**config.mk**
```make
export PLATFORM = sky130hd
export DESIGN_NAME = piso_serializer
export DESIGN_NICKNAME = d
export VERILOG_FILES = /design/src/rtl/piso_pkg.sv /design/src/rtl/piso_shreg.sv /design/src/rtl/piso_serializer.sv
export SDC_FILE = /design/constraint.sdc
export NUM_CORES = 1
export LEC_CHECK = 0
export CAP_MARGIN = 20
export CORE_AREA = 2 2 39 41
export CTS_BUF_LIST = sky130_fd_sc_hd__clkbuf_8
export CTS_CLUSTER_DIAMETER = 100
export DETAILED_ROUTE_END_ITERATION = 10
export DIE_AREA = 0 0 41 43
export SKIP_CTS_REPAIR_TIMING = 1
export SLEW_MARGIN = 30
export SYNTH_ARGS = -nofsm -noshare
export SYNTH_HDL_FRONTEND = slang
export SYNTH_SLANG_ARGS = --single-unit
export TNS_END_PERCENT = 100
```
**constraint.sdc**
```tcl
create_clock -name clk -period 2 [get_ports clk]
set_clock_uncertainty 0.2 [all_clocks]
set_input_delay 0.3 -clock clk [delete_from_list [all_inputs] [get_ports clk]]
set_output_delay 0.3 -clock clk [all_outputs]
set_load 0.01 [all_outputs]
```
**src/rtl/piso_pkg.sv**
```systemverilog
// Shared types and sizing helpers for the piso_serializer block.
// Optional feature macro: PISO_PARITY_EN (appends an even-parity bit to each word).
package piso_pkg;

  // Serializer control states.
  typedef enum logic [0:0] {
    IDLE  = 1'b0,
    SHIFT = 1'b1
  } piso_state_e;

  // Default word width used when the top is instantiated without overrides.
  localparam int PISO_DEFAULT_WIDTH = 4;

`ifdef PISO_PARITY_EN
  // One extra serial bit carries the even parity of the captured word.
  localparam int PISO_PARITY_BITS = 1;
`else
  localparam int PISO_PARITY_BITS = 0;
`endif

  // Bit counter width; sized for WIDTH+1 so the parity slot fits.
  function automatic int piso_cnt_width(input int width);
    return $clog2(width + 1);
  endfunction

  // Counter value of the final serial bit of a word.
  function automatic int piso_term_cnt(input int width);
    return width - 1 + PISO_PARITY_BITS;
  endfunction

  // Counter width and terminal count for the default word width.
  localparam int PISO_DEFAULT_CNT_W = $clog2(PISO_DEFAULT_WIDTH + 1);
  localparam int PISO_DEFAULT_TERM  = PISO_DEFAULT_WIDTH - 1 + PISO_PARITY_BITS;

endpackage

```
**src/rtl/piso_shreg.sv**
```systemverilog
// Loadable WIDTH-bit shift register with selectable shift direction.
// The serial output is the first-out flop bit; vacated positions take si.
module piso_shreg
  import piso_pkg::*;
#(
  parameter int WIDTH     = PISO_DEFAULT_WIDTH,
  parameter bit LSB_FIRST = 1'b1
) (
  input  logic             clk,
  input  logic             rst,
  input  logic             load,
  input  logic             shift_en,
  input  logic [WIDTH-1:0] d,
  input  logic             si,
  output logic             so
);

  logic [WIDTH-1:0] q_q;
  logic [WIDTH-1:0] q_d;

  // Next register contents: parallel load wins over shifting.
  always_comb begin
    q_d = q_q;
    if (load) begin
      q_d = d;
    end else if (shift_en) begin
      if (LSB_FIRST) begin
        q_d = {si, q_q[WIDTH-1:1]};
      end else begin
        q_d = {q_q[WIDTH-2:0], si};
      end
    end else begin
      q_d = q_q;
    end
  end

  // Register storage with synchronous clear.
  always_ff @(posedge clk) begin
    if (rst) begin
      q_q <= {WIDTH{1'b0}};
    end else begin
      q_q <= q_d;
    end
  end

  assign so = LSB_FIRST ? q_q[0] : q_q[WIDTH-1];

endmodule

```
**src/rtl/piso_serializer.sv**
```systemverilog
// Parallel-in/serial-out transmitter: captures a word on load when ready,
// shifts it out one bit per clock with a valid strobe and a done pulse on
// the last bit. Optional feature macro: PISO_PARITY_EN (trailing even-parity bit).
module piso_serializer
  import piso_pkg::*;
#(
  parameter int WIDTH     = PISO_DEFAULT_WIDTH,
  parameter bit LSB_FIRST = 1'b1
) (
  input  logic             clk,
  input  logic             rst,
  input  logic             load,
  input  logic [WIDTH-1:0] d,
  output logic             ready,
  output logic             sout,
  output logic             sout_valid,
  output logic             done
);

  localparam int CNT_W = piso_cnt_width(WIDTH);
  localparam logic [CNT_W-1:0] TERM = CNT_W'(piso_term_cnt(WIDTH));
  localparam logic [CNT_W-1:0] CNT_ZERO = {CNT_W{1'b0}};
  localparam logic [CNT_W-1:0] CNT_ONE  = CNT_W'(1);

  piso_state_e      state_q, state_d;
  logic [CNT_W-1:0] cnt_q, cnt_d;
  logic             ready_q, ready_d;
  logic             sout_valid_q, sout_valid_d;
  logic             done_q, done_d;
  logic             accept_s;
  logic             shift_en_s;
  logic             si_s;
  logic             so_s;

  // Next state, bit counter and registered-output decode.
  always_comb begin
    state_d    = state_q;
    cnt_d      = cnt_q;
    accept_s   = 1'b0;
    shift_en_s = 1'b0;
    case (state_q)
      IDLE: begin
        if (load) begin
          accept_s = 1'b1;
          cnt_d    = CNT_ZERO;
          state_d  = SHIFT;
        end else begin
          state_d  = IDLE;
        end
      end
      SHIFT: begin
        shift_en_s = 1'b1;
        if (cnt_q == TERM) begin
          cnt_d   = CNT_ZERO;
          state_d = IDLE;
        end else begin
          cnt_d   = cnt_q + CNT_ONE;
          state_d = SHIFT;
        end
      end
      default: begin
        cnt_d   = CNT_ZERO;
        state_d = IDLE;
      end
    endcase
    ready_d      = (state_d == IDLE);
    sout_valid_d = (state_d == SHIFT);
    done_d       = (state_d == SHIFT) && (cnt_d == TERM);
  end

  // State, counter and handshake output registers.
  always_ff @(posedge clk) begin
    if (rst) begin
      state_q      <= IDLE;
      cnt_q        <= CNT_ZERO;
      ready_q      <= 1'b1;
      sout_valid_q <= 1'b0;
      done_q       <= 1'b0;
    end else begin
      state_q      <= state_d;
      cnt_q        <= cnt_d;
      ready_q      <= ready_d;
      sout_valid_q <= sout_valid_d;
      done_q       <= done_d;
    end
  end

`ifdef PISO_PARITY_EN
  logic parity_q, parity_d;

  // Parity of the captured word; fed into the far end on the first shift
  // so it reaches the output right after the last data bit.
  always_comb begin
    parity_d = parity_q;
    if (accept_s) begin
      parity_d = ^d;
    end else begin
      parity_d = parity_q;
    end
    if ((state_q == SHIFT) && (cnt_q == CNT_ZERO)) begin
      si_s = parity_q;
    end else begin
      si_s = 1'b0;
    end
  end

  // Parity holding register.
  always_ff @(posedge clk) begin
    if (rst) begin
      parity_q <= 1'b0;
    end else begin
      parity_q <= parity_d;
    end
  end
`else
  // Zeros fill the register so sout returns to 0 once the word has drained.
  assign si_s = 1'b0;
`endif

  piso_shreg #(
    .WIDTH     (WIDTH),
    .LSB_FIRST (LSB_FIRST)
  ) u_shreg (
    .clk      (clk),
    .rst      (rst),
    .load     (accept_s),
    .shift_en (shift_en_s),
    .d        (d),
    .si       (si_s),
    .so       (so_s)
  );

  assign ready      = ready_q;
  assign sout       = so_s;
  assign sout_valid = sout_valid_q;
  assign done       = done_q;

endmodule

```
==> results of run 1 <==
-- how the worst max path moves through the flow --
stage,end,depth (start not counted),startpoint
finish,sout_valid,1,sout_valid
global route,sout_valid,1,sout_valid
CTS,sout_valid,1,sout_valid
detailed placement,ready,3,load
global placement,ready,3,load
floorplan,ready,4,cnt_q[0]
-- kinds of logic after synthesis --
| group | share of synthesized area (%) |
|---|---|
| buffers and inverters | 4.76 |
| XOR/XNOR | 2.22 |
| multiplexers | 10.2 |
| AO/OA/AOI/OAI | 9.52 |
| flip-flops | 50.8 |
| AND/OR/NAND/NOR | 19.4 |
| adder cells (fa/ha/maj) | 3.17 |
-- routing by layer --
metal	GRT usage, %	wire, µm	up-vias
li1	-	-	167
met1	13.3	364	136
met2	15.0	305	11
met3	7.85	78	2
met4	8.00	14	0
met5	0	0	-
-- sequential cells by signal (all words and copies together), names as in the netlist --
register	count
cnt_q	3
done	1
ready	1
sout_valid	1
u_shreg.q_q	4
-- layout make-up --
class                           count  area share (%)
Sequential cell                    10            35.4
Multi-Input combinational cell     27            31.0
Timing Repair Buffer               11            19.0
Clock buffer                        4            9.73
Tap cell                           16            3.54
Inverter                            2            1.33
-- stage by stage --
step                instances  area, µm²  power [mW]  hold slack (ps)  utilization (%)
floorplan                  41        394       0.252              240                -
global placement           66        510       0.279              270             36.9
detailed placement         66        510       0.280              258             36.9
CTS                        70        566       0.544              266             40.9
global route               70        566       0.561              287             40.9
finish                     70        566       0.531              264             40.9
-- worst register-to-register path, delay by kind of cell (launching register included) --
kind	cells	cell delay [ps]
and+or+nand+nor	3	450
DFF	1	330
adders and majority gates	1	240
-- cells in the final DEF, fill, tap and decap left out --
cell type	synthesis	final
nand3b_1	1	1
buf_4	1	1
nand2_1	3	3
or3_1	1	1
ha_1	1	1
nor4_1	1	1
xor2_1	1	1
nand2b_1	1	1
a21oi_1	3	3
clkbuf_8	0	4
inv_2	1	1
inv_1	1	1
a211oi_1	3	3
clkdlybuf4s50_1	0	10
nor3b_1	1	1
nor2_1	4	4
mux2i_1	4	4
nor2_2	1	1
dfxtp_1	10	10
nor3_1	2	2
-- where the power goes --
group	switching (mW)	total (mW)	internal (mW)	leakage (nW)
clock network	0.0823	0.256	0.173	0.0288
registers	0.00792	0.219	0.212	0.0824
logic	0.0232	0.0557	0.0325	0.120
total	0.113	0.531	0.417	0.231
==> impl_metrics.tcl, run 1 <==
set metrics [dict create \
    synth_common_cells "dfxtp_1, mux2i_1, nor2_1" \
    h-tree-depth 1 \
    fin_crit_sh_pct 90.0 \
    fillers 141 \
    grt_first_pass_wirelength_um 1300 \
    p_leak_nw 0.231 \
    regArea_um2 200 \
    crit_family "buffers and inverters" \
    end_kind "output pin" \
    drt_pre_antenna_iters 3 \
    startpoint_type "flop" \
    synth_area_um2 394 \
    async_flop_share_pct 0 \
    worst_slack_ps 200 \
    num_rows 14 \
    antenna_found_initial 0 \
    area_growth_pct 43.5 \
    cap_violations 0 \
    ys_ff_latch 10 \
    hold_viol 0 \
    critPathKind "reg -> out" \
    die-area_um2 1760 \
    fmax_mhz 555 \
    multi_input_area_um2 175 \
    status "complete, no violations" \
    rr_worst_depth 4 \
    cp_slowest_cell "clkdlybuf4s50_1" \
    worstPathCellList "clkdlybuf4s50_1" \
    synth_edf_count 0 \
    grt_use_total_pct 11.7 \
    rsz0062_at_grt "no" \
    die_h_um 43 \
    vias 316 \
    tightest_slew_ps 290 \
    synth_area_leaders "dfxtp_1, mux2i_1, a211oi_1" \
    antenna_cells 0 \
    drcViolationCount 0 \
    ant_nets 0 \
    yosys.area.top_type "dfxtp_1" \
    pin_count 11 \
    die_w_um 41 \
    grt_pass1_vias 327 \
    syn_area_per_cell_um2 9.61 \
    viasPerCell 4.51 \
    fin_crit_ps 1800 \
    worstSkewPairLatency_ps 240 \
    worstHoldPathType "reg -> reg" \
    timing.rr.end "ready" \
    p_per_area_nw_per_um2 939 \
    dp_slack_ps 269 \
    synth.top_cell.area_share_pct 50.8 \
    drive_gt1_share_pct 13.0 \
    clockBufferDepth 2 \
    avgRoutedWirePerCell_um 10.9 \
    critPathArrivalTime_ps 1300 \
    ir_worst_vdd_v 0.000412 \
    synth-seq-area-share_pct 50.8 \
    worstReg2RegStart "cnt_q[0]" \
    final-setup-viol-count 0 \
    r2r_slack_ps 660 \
    routed_wl_um 763 \
    crit_required_ps 1500 \
    crit_buf_inv 1 \
    cts_buffers 3 \
    critPathMaxFanout 7 \
    start_util_pct 28.5 \
    ys_types 19 \
    cts_tree "done" \
    drt_iter0_drc 2 \
    post-synth-top-count-cell "dfxtp_1" \
    relSlewSlack_pct 80.6 \
    grt_overflow 0 \
    syn_inst 41 \
    portBuffers 10 \
    syn_nets 49 \
    coreArea_um2 1380 \
    min_to "cnt_q[1]" \
    min-delay-start "cnt_q[1]" \
    fin_nets 63 \
    gp_congestion 0.746 \
    clock_sinks 10 \
    cp_slowest_stage_delay_ps 590 \
    hold_depth 2 \
    clk_pin_slew_worst_paths_ps 50 \
    fin_setup_tns_ps 0 \
    maxSlewViolCount 0 \
    synth_top_flop_cell "dfxtp_1" \
    grt_max_degree 8 \
    yosys_warnings 0 \
    root_buffer "clkbuf_8" \
]
Note: power is estimated with default switching activity, not from simulation.
==> inputs of run 2 (changes only) <==
--- a/config.mk
+++ b/config.mk
@@ -16,4 +16,3 @@
 export SYNTH_ARGS = -nofsm -noshare
 export SYNTH_HDL_FRONTEND = slang
 export SYNTH_SLANG_ARGS = --single-unit
-export TNS_END_PERCENT = 100
==> results of run 2 <==
Final layout, timing and power as in run 1 (identical DEF).
==> inputs of run 3 (changes only) <==
--- a/config.mk
+++ b/config.mk
@@ -5,12 +5,14 @@
 export SDC_FILE = /design/constraint.sdc
 export NUM_CORES = 1
 export LEC_CHECK = 0
+export ABC_CLOCK_PERIOD_IN_PS = 2000
 export CAP_MARGIN = 20
 export CORE_AREA = 2 2 39 41
 export CTS_BUF_LIST = sky130_fd_sc_hd__clkbuf_8
 export CTS_CLUSTER_DIAMETER = 100
 export DETAILED_ROUTE_END_ITERATION = 10
 export DIE_AREA = 0 0 41 43
+export REMOVE_ABC_BUFFERS = 1
 export SKIP_CTS_REPAIR_TIMING = 1
 export SLEW_MARGIN = 30
 export SYNTH_ARGS = -nofsm -noshare
==> run 3 against run 2 <==
Compared with the run above:
- clock power decreased by 25%
- via count decreased by 3.5%
- first-iteration DRC count unchanged
- final cell count decreased by 2.9%
- combinational power decreased by 3.9%
- worst setup slack improved by 24 ps
- sequential share of layout area increased by 1.4 points
- count of clock-buffer cells in the layout decreased by 1
- die area unchanged
- non-clock buffer count decreased by 1
- flip-flop and latch count unchanged
- highest routed layer unchanged
==> impl_metrics.tcl, run 3 (same netlist as run 1, synthesis figures left out) <==
set metrics [dict create \
    status "complete, no violations" \
    fin_setup_tns_ps 0 \
    grt_first_pass_wirelength_um 1080 \
    cts_tree "done" \
    fin_crit_ps 1780 \
    fillers 139 \
    drt_iter0_drc 2 \
    start_util_pct 28.5 \
    pin_count 11 \
    use_met2_pct 11.3 \
    gr-usage-met3_pct 3.14 \
    cts_buffers 3 \
    rsz0062_at_grt "no" \
    drive_gt1_share_pct 9.62 \
    critPathKind "reg -> out" \
    grt_use_total_pct 9.26 \
    clockBufferDepth 2 \
    h-tree-depth 1 \
    fin_nets 62 \
    total_power_mw 0.465 \
    startpoint_type "flop" \
    grt_util_met1_pct 12.3 \
    gp_congestion 0.763 \
    top_regs "u_shreg.q_q x4, cnt_q x3" \
    regArea_um2 200 \
    maxSlewViolCount 0 \
    ant_nets 0 \
    num_rows 14 \
    die_w_um 41 \
    cp_slowest_cell "clkdlybuf4s50_1" \
    relSlewSlack_pct 77.7 \
    grt_pass1_vias 270 \
    grt_max_degree 11 \
    end_kind "output pin" \
    p_leak_nw 0.219 \
    portBuffers 10 \
    die-area_um2 1760 \
    max_flop_register "u_shreg.q_q" \
    crit_required_ps 1500 \
    dpl.hpwl_um 499 \
    worstHoldPathType "reg -> reg" \
    crit_family "buffers and inverters" \
    routed_wl_um 659 \
    cap_violations 0 \
    most-common-layout-cells "dfxtp_1, clkdlybuf4s50_1, mux2i_1, nor2_1" \
    p_per_area_nw_per_um2 854 \
    fmax_mhz 563 \
    coreArea_um2 1380 \
    drcViolationCount 0 \
    grt_overflow 0 \
    fin_crit_sh_pct 88.8 \
    die_h_um 43 \
    viasPerCell 4.49 \
    clk_pin_slew_worst_paths_ps 40 \
    hold_viol 0 \
    ir_worst_vdd_v 0.000417 \
    largest_reg_flops 4 \
    antenna_found_initial 0 \
    vias 305 \
    area_growth_pct 38.1 \
    drt_pre_antenna_iters 4 \
    tightest_slew_ps 334 \
    final-setup-viol-count 0 \
    worstPathCellList "clkdlybuf4s50_1" \
    critPathArrivalTime_ps 1280 \
    avgRoutedWirePerCell_um 9.69 \
    multi_input_area_um2 175 \
    antenna_cells 0 \
    cp_slowest_stage_delay_ps 590 \
    root_buffer "clkbuf_8" \
    critPathMaxFanout 7 \
    worstSkewPairLatency_ps 220 \
    clock_sinks 10 \
    grt_busiest_layer "met1" \
    crit_buf_inv 1 \
]
[run 3: through the flow]
step / worst slack [ps] / utilization [%] / hold slack, ps / instances / instance area [µm²]
floorplan: 726 / - / 169 / 39 / 383
global placement: 305 / 36.3 / 273 / 65 / 503
detailed placement: 295 / 36.3 / 255 / 65 / 503
CTS: 211 / 39.3 / 263 / 68 / 544
global route: 158 / 39.3 / 304 / 68 / 544
finish: 224 / 39.3 / 260 / 68 / 544
[run 3: path summary, 6_finish.rpt]
path | from | to | slack [ps] | depth (start not counted)
setup / recovery | sout_valid | sout_valid | 220 | 1
hold / removal | cnt_q[1] | cnt_q[1] | 260 | 2
setup reg to reg | cnt_q[0] | ready | 670 | 4
hold reg to reg | cnt_q[1] | cnt_q[1] | 260 | 2
[run 3: final cells by class]
cell class / count / share of cell area [%]
Clock buffer: 3 / 7.59
Inverter: 2 / 1.38
Multi-Input combinational cell: 27 / 32.2
Sequential cell: 10 / 36.8
Tap cell: 16 / 3.68
Timing Repair Buffer: 10 / 18.4
[run 3: routing by layer]
layer | part of all wire [%] | wire, µm
met5 | 0 | 0
met4 | 1.4 | 9
met3 | 9.0 | 59
met2 | 44 | 288
met1 | 46 | 301
[run 3: power breakdown]
| group | internal [mW] | switching (mW) | total (mW) |
|---|---|---|---|
| logic | 0.0312 | 0.0224 | 0.0535 |
| registers | 0.212 | 0.00803 | 0.220 |
| clock network | 0.130 | 0.0609 | 0.191 |
| total | 0.374 | 0.0913 | 0.465 |
[run 3: worst register-to-register path, cell delays in order, from the launching register on]
cell and delay [ps]:
dfxtp_1 320, ha_1 240, nand2b_1 100, nor2_1 50
or3_1 290
